<file path="src/rtl/wb_gpio_out_pkg.sv">
// Shared definitions for the Wishbone GPIO output block: bus widths,
// register word offsets and the default ID constant.
package wb_gpio_out_pkg;

  localparam int DW_DEF = 16;
  localparam int AW_DEF = 3;

  localparam logic [15:0] ID_VAL_DEF = 16'hB0A1;

  localparam logic [2:0] ADR_OUT    = 3'd0;
  localparam logic [2:0] ADR_SET    = 3'd1;
  localparam logic [2:0] ADR_CLR    = 3'd2;
  localparam logic [2:0] ADR_TGL    = 3'd3;
  localparam logic [2:0] ADR_PERIOD = 3'd4;
  localparam logic [2:0] ADR_DUTY   = 3'd5;
  localparam logic [2:0] ADR_MASK   = 3'd6;
  localparam logic [2:0] ADR_ID     = 3'd7;

endpackage

</file>
<file path="src/rtl/wb_gpio_pwm_gen.sv">
// PWM generator: free-running counter 0..period, pwm high while cnt < duty.
// A shrinking period that leaves cnt above it folds cnt back to 0 next edge.
module wb_gpio_pwm_gen #(
  parameter int DW = 16
) (
  input  logic          gclk,
  input  logic          grst_n,
  input  logic [DW-1:0] period,
  input  logic [DW-1:0] duty,
  output logic          pwm
);

  logic [DW-1:0] cnt;

  // counter wraps at period; >= also catches cnt stranded above a new period
  always_ff @(posedge gclk or negedge grst_n) begin
    if (!grst_n)            cnt <= '0;
    else if (cnt >= period) cnt <= '0;
    else                    cnt <= cnt + 1'b1;
  end

  assign pwm = (cnt < duty);

endmodule

</file>
<file path="src/rtl/wb_gpio_out.sv">
// Wishbone B3 classic slave driving a 16-bit GPIO output register with
// set/clear/toggle strobes. Define WB_GPIO_PWM_EN to add the PWM overlay
// (PERIOD/DUTY/MASK registers and counter); otherwise 4-6 read 0.
module wb_gpio_out
  import wb_gpio_out_pkg::*;
#(
  parameter int          DW     = DW_DEF,
  parameter int          AW     = AW_DEF,
  parameter logic [15:0] ID_VAL = ID_VAL_DEF
) (
  input  logic          wb_clk_i,
  input  logic          wb_rst_n_i,
  input  logic [AW-1:0] wb_adr_i,
  input  logic [DW-1:0] wb_dat_i,
  output logic [DW-1:0] wb_dat_o,
  input  logic          wb_we_i,
  input  logic          wb_stb_i,
  input  logic          wb_cyc_i,
  output logic          wb_ack_o,
  output logic [DW-1:0] gpio_out_o
);

  logic          req;
  logic [DW-1:0] out_q;
  logic [DW-1:0] rdata;
  logic [DW-1:0] gpio_d;

  // ack in flight blocks a new request, giving one ack per two cycles
  assign req = wb_cyc_i & wb_stb_i & ~wb_ack_o;

`ifdef WB_GPIO_PWM_EN
  logic [DW-1:0] period_q, duty_q, mask_q;
  logic          pwm;

  wb_gpio_pwm_gen #(.DW(DW)) u_pwm (
    .gclk   (wb_clk_i),
    .grst_n (wb_rst_n_i),
    .period (period_q),
    .duty   (duty_q),
    .pwm    (pwm)
  );

  assign gpio_d = (out_q & ~mask_q) | ({DW{pwm}} & mask_q);
`else
  assign gpio_d = out_q;
`endif

  // read mux; SET/CLR/TGL alias OUT, absent PWM registers read 0
  always_comb begin
    rdata = '0;
    case (wb_adr_i)
      ADR_OUT, ADR_SET, ADR_CLR, ADR_TGL: rdata = out_q;
`ifdef WB_GPIO_PWM_EN
      ADR_PERIOD: rdata = period_q;
      ADR_DUTY:   rdata = duty_q;
      ADR_MASK:   rdata = mask_q;
`endif
      ADR_ID:     rdata = ID_VAL[DW-1:0];
      default:    rdata = '0;
    endcase
  end

  // bus handshake, register writes and read data, all on the ack edge
  always_ff @(posedge wb_clk_i or negedge wb_rst_n_i) begin
    if (!wb_rst_n_i) begin
      wb_ack_o <= 1'b0;
      wb_dat_o <= '0;
      out_q    <= '0;
`ifdef WB_GPIO_PWM_EN
      period_q <= '0;
      duty_q   <= '0;
      mask_q   <= '0;
`endif
    end else begin
      wb_ack_o <= req;
      if (req && !wb_we_i) wb_dat_o <= rdata;
      if (req && wb_we_i) begin
        case (wb_adr_i)
          ADR_OUT: out_q <= wb_dat_i;
          ADR_SET: out_q <= out_q | wb_dat_i;
          ADR_CLR: out_q <= out_q & ~wb_dat_i;
          ADR_TGL: out_q <= out_q ^ wb_dat_i;
`ifdef WB_GPIO_PWM_EN
          ADR_PERIOD: period_q <= wb_dat_i;
          ADR_DUTY:   duty_q   <= wb_dat_i;
          ADR_MASK:   mask_q   <= wb_dat_i;
`endif
          default: ;
        endcase
      end
    end
  end

  // pin register: one cycle behind OUT/MASK updates
  always_ff @(posedge wb_clk_i or negedge wb_rst_n_i) begin
    if (!wb_rst_n_i) gpio_out_o <= '0;
    else             gpio_out_o <= gpio_d;
  end

endmodule

</file>
<file path="config.mk">
export PLATFORM = sky130hd
export DESIGN_NAME = wb_gpio_out
export DESIGN_NICKNAME = d
export VERILOG_FILES = /design/src/rtl/wb_gpio_out_pkg.sv /design/src/rtl/wb_gpio_pwm_gen.sv /design/src/rtl/wb_gpio_out.sv
export SDC_FILE = /design/constraint.sdc
export NUM_CORES = 1
export LEC_CHECK = 0
export ABC_AREA = 1
export BUFFER_PORTS_ARGS = -buffer_cell sky130_fd_sc_hd__buf_2
export CAP_MARGIN = 20
export CORE_UTILIZATION = 30
export DETAILED_ROUTE_END_ITERATION = 10
export GPL_ROUTABILITY_DRIVEN = 0
export HOLD_SLACK_MARGIN = 0.02
export SYNTH_ARGS = -nofsm -noshare
export SYNTH_HDL_FRONTEND = slang
export SYNTH_SLANG_ARGS = --single-unit
export TNS_END_PERCENT = 5
</file>
<file path="constraint.sdc">
create_clock -name wb_clk_i -period 1.4 [get_ports wb_clk_i]
set_clock_uncertainty 0.2 [all_clocks]
set_input_delay 0.14 -clock wb_clk_i [delete_from_list [all_inputs] [get_ports wb_clk_i]]
set_output_delay 0.14 -clock wb_clk_i [all_outputs]
set_load 0.05 [all_outputs]
</file>
==> run_results.csv <==
group,metric,value,unit
outcome,status,"finished, violations left",
outcome,violations,"hold timing, setup timing",
drt,drt_wl_total,7530,um
critical_path,cp-start-kind,"input port",
place,dp.final_hpwl,5350,um
drt,wl_met3,320,um
floorplanning,die-area,10300,um^2
power_and_ir_drop,total_power,4.73,mW
floorplanning,initial_core_util,31.6,%
timing,rsz0062_at_grt,"true",
critical_path,crit_slowest_cell,"dlygate4sd3_1",
timing,fin_crit,1.40,ns
timing,setup_slack,-0.000462,ns
flow_run,cap_violations,0,
final_layout,final_cell_mix,"nand2_1 (102), nand3_1 (67), buf_2 (56), inv_1 (51), dfrtp_1 (47)",
place,dp_slack,-0.0295,ns
floorplanning,die_y,102,um
place,io_buffers,56,
timing,slew_headroom,77.4,%
critical_path,cp_slowest_stage_delay,0.53,ns
critical_path,crit_type,"in -> reg",
clock_network,cts_tree,"done",
critical_path,worst_setup_path_end_kind,"flop",
final_layout,antenna_cells,0,
drt,top_layer_used,"met4",
synthesis,yosys.cell_types.count,19,
floorplanning,std_cell_rows,35,
final_layout,nets,501,
clock_network,clkTransAtPathRegs,0.10,ns
critical_path,worst_ep_required_time,1.45,ns
synthesis,syn_inst,375,
critical_path,reg2reg_depth,6,
critical_path,crit_fanout,16,
global_route,antenna_found_initial,0,
clock_network,post_cts_buffers,0,
critical_path,path_cells,"dlygate4sd3_1, buf_2, nand3_4, nor2_8, inv_2, nand2_1, nand2_1",
synthesis,seq_area_frac_synth,41.2,%
timing,setup_viol,1,
synthesis,ys_ff_latch,49,
final_layout,drive_gt1_share,23.3,%
drt,drt-met1-wl,3740,um
final_layout,layout.cells.most_common,"nand2_1",
synthesis,synth_warnings,0,
clock_network,cts_root_buf,"clkbuf_8",
timing,clock.fmax,714,MHz
clock_network,cts_sinks,49,
floorplanning,die_w,102,um
hold_path,hp-class,"in -> reg",
synthesis,post_synth.cell_area_avg,7.93,um^2
drt,wl_met2,3400,um
timing,hold_viol_final,1,
drt,routedWlPerCell,13.1,um
drt,dr.pass1.iters,4,
drt,vias,2600,
global_route,grt_pass1_vias,2532,
critical_path,crit_top_cell,"nand2_1",
floorplanning,core,9420,um^2
floorplanning,ios,57,
synthesis,syn_area,2970,um^2
synthesis,synth_nets,431,
drt,final_antenna_net_count,0,
global_route,overflow,0,
power_and_ir_drop,p_leak,2.08,nW
clock_network,clkLatencyLatePin,0.31,ns
timing,hold_ws,-0.0350,ns
drt,drcViolationCount,0,
global_route,grtUsageTotal,15.5,%
drt,via_per_inst,4.52,
timing,drv_slew,0,
timing,final.period_utilization,100,%
clock_network,hold_buffers,3,
drt,drt-initial-drc-count,85,
power_and_ir_drop,vdd_drop_max,0.405,mV
timing,worst_pin_slew,0.337,ns
hold_path,hold_path_depth,3,
global_route,grt_pass1_wl,12400,um
timing,finalSetupTns,-0.000462,ns
clock_network,htree_levels,2,
final_layout,syn2layout_area_growth,23.3,%
critical_path,cp.arrival,1.45,ns
global_route,grt_max_degree,50,
clock_network,cts_buffers,5,
clock_network,ctsLongestPathBuffers,2,
power_and_ir_drop,p_per_area,1290,nW/um^2
-- path summary, 6_finish.rpt --
check	slack, ns	to	start
min reg2reg	0.24	gpio_out_o[5]	gpio_d[5]
max reg2reg	0.01	gpio_d[7]	gpio_d[7]
max	-0.0005	gpio_d[7]	wb_stb_i
min in group asynchronous	0.14	gpio_out_o[4]	wb_rst_n_i
max in group asynchronous	0.60	gpio_d[2]	wb_rst_n_i
min	-0.03	wb_ack_o	wb_cyc_i
-- power by group --
part | switching (mW) | leakage [nW] | internal [mW]
sequential | 0.175 | 0.631 | 1.71
clock | 0.491 | 0.0585 | 0.583
combinational | 1.27 | 1.39 | 0.502
total | 1.94 | 2.08 | 2.79
-- registers in the layout, summed over array words and instances, names as in the netlist --
signal and count:
gpio_d 16, gpio_out_o 16, wb_dat_o 16, wb_ack_o 1
-- cell usage after synthesis --
library cell	instances	share of area [%]
nand2_1	102	13
nand3_1	69	12
inv_1	56	7.1
dfrtp_1	49	41
ha_1	32	13
o21ai_0	17	2.9
clkinv_1	11	1.4
buf_2	10	1.7
nand4_1	6	1.3
o21ai_1	5	0.84
buf_6	4	1.5
buf_4	3	0.76
inv_2	3	0.38
nand2_4	2	0.76
nor2_4	2	0.76
inv_6	1	0.29
nand2_2	1	0.21
nand3_2	1	0.34
nor2_8	1	0.67
-- logic make-up (layout without fill, tap and decap cells) --
| kind of cell | after synthesis | in the layout | share of synthesized area, % |
|---|---|---|---|
| AO/OA/AOI/OAI | 22 | 22 | 3.70 |
| adder cells (fa/ha/maj) | 32 | 32 | 13.5 |
| buffers and inverters | 88 | 159 | 13.1 |
| flip-flops | 49 | 49 | 41.2 |
| AND/OR/NAND/NOR | 184 | 184 | 28.5 |
-- layer usage --
metal  vias up  GRT usage, %
li1       1312             -
met1      1225          21.8
met2        57          24.5
met3         6          2.69
met4         0          3.90
met5         -             0
-- cell type report --
cell class,instances,area (um^2)
sequential,49,1230
clock inverter,1,30.0
tap,129,161
inverter,71,274
clock buffer,7,86.3
fill,1000,5750
timing repair buffer,80,509
multi-input combinational,238,1380
-- worst max-delay path, delay by kind of cell --
family	cells	cell delay, ns
and+or+nand+nor	4	0.38
buffers and inverters	3	0.92
-- stage by stage --
step / std cells / util [%] / area (um^2)
3_3_place_gp: 564 / 37.2 / 3500
2_1_floorplan: 375 / - / 2990
6_report: 575 / 38.9 / 3660
4_1_cts: 575 / 38.7 / 3650
3_5_place_dp: 564 / 37.2 / 3500
5_1_grt: 575 / 38.9 / 3660
-- what timing repair did --
action | 4_1_cts | 5_1_grt
gates resized for setup | 0 | 10
endpoints found under the setup margin | 0 | 30
hold endpoints to repair | 51 | 1
Note: power is estimated with default switching activity, not from simulation.
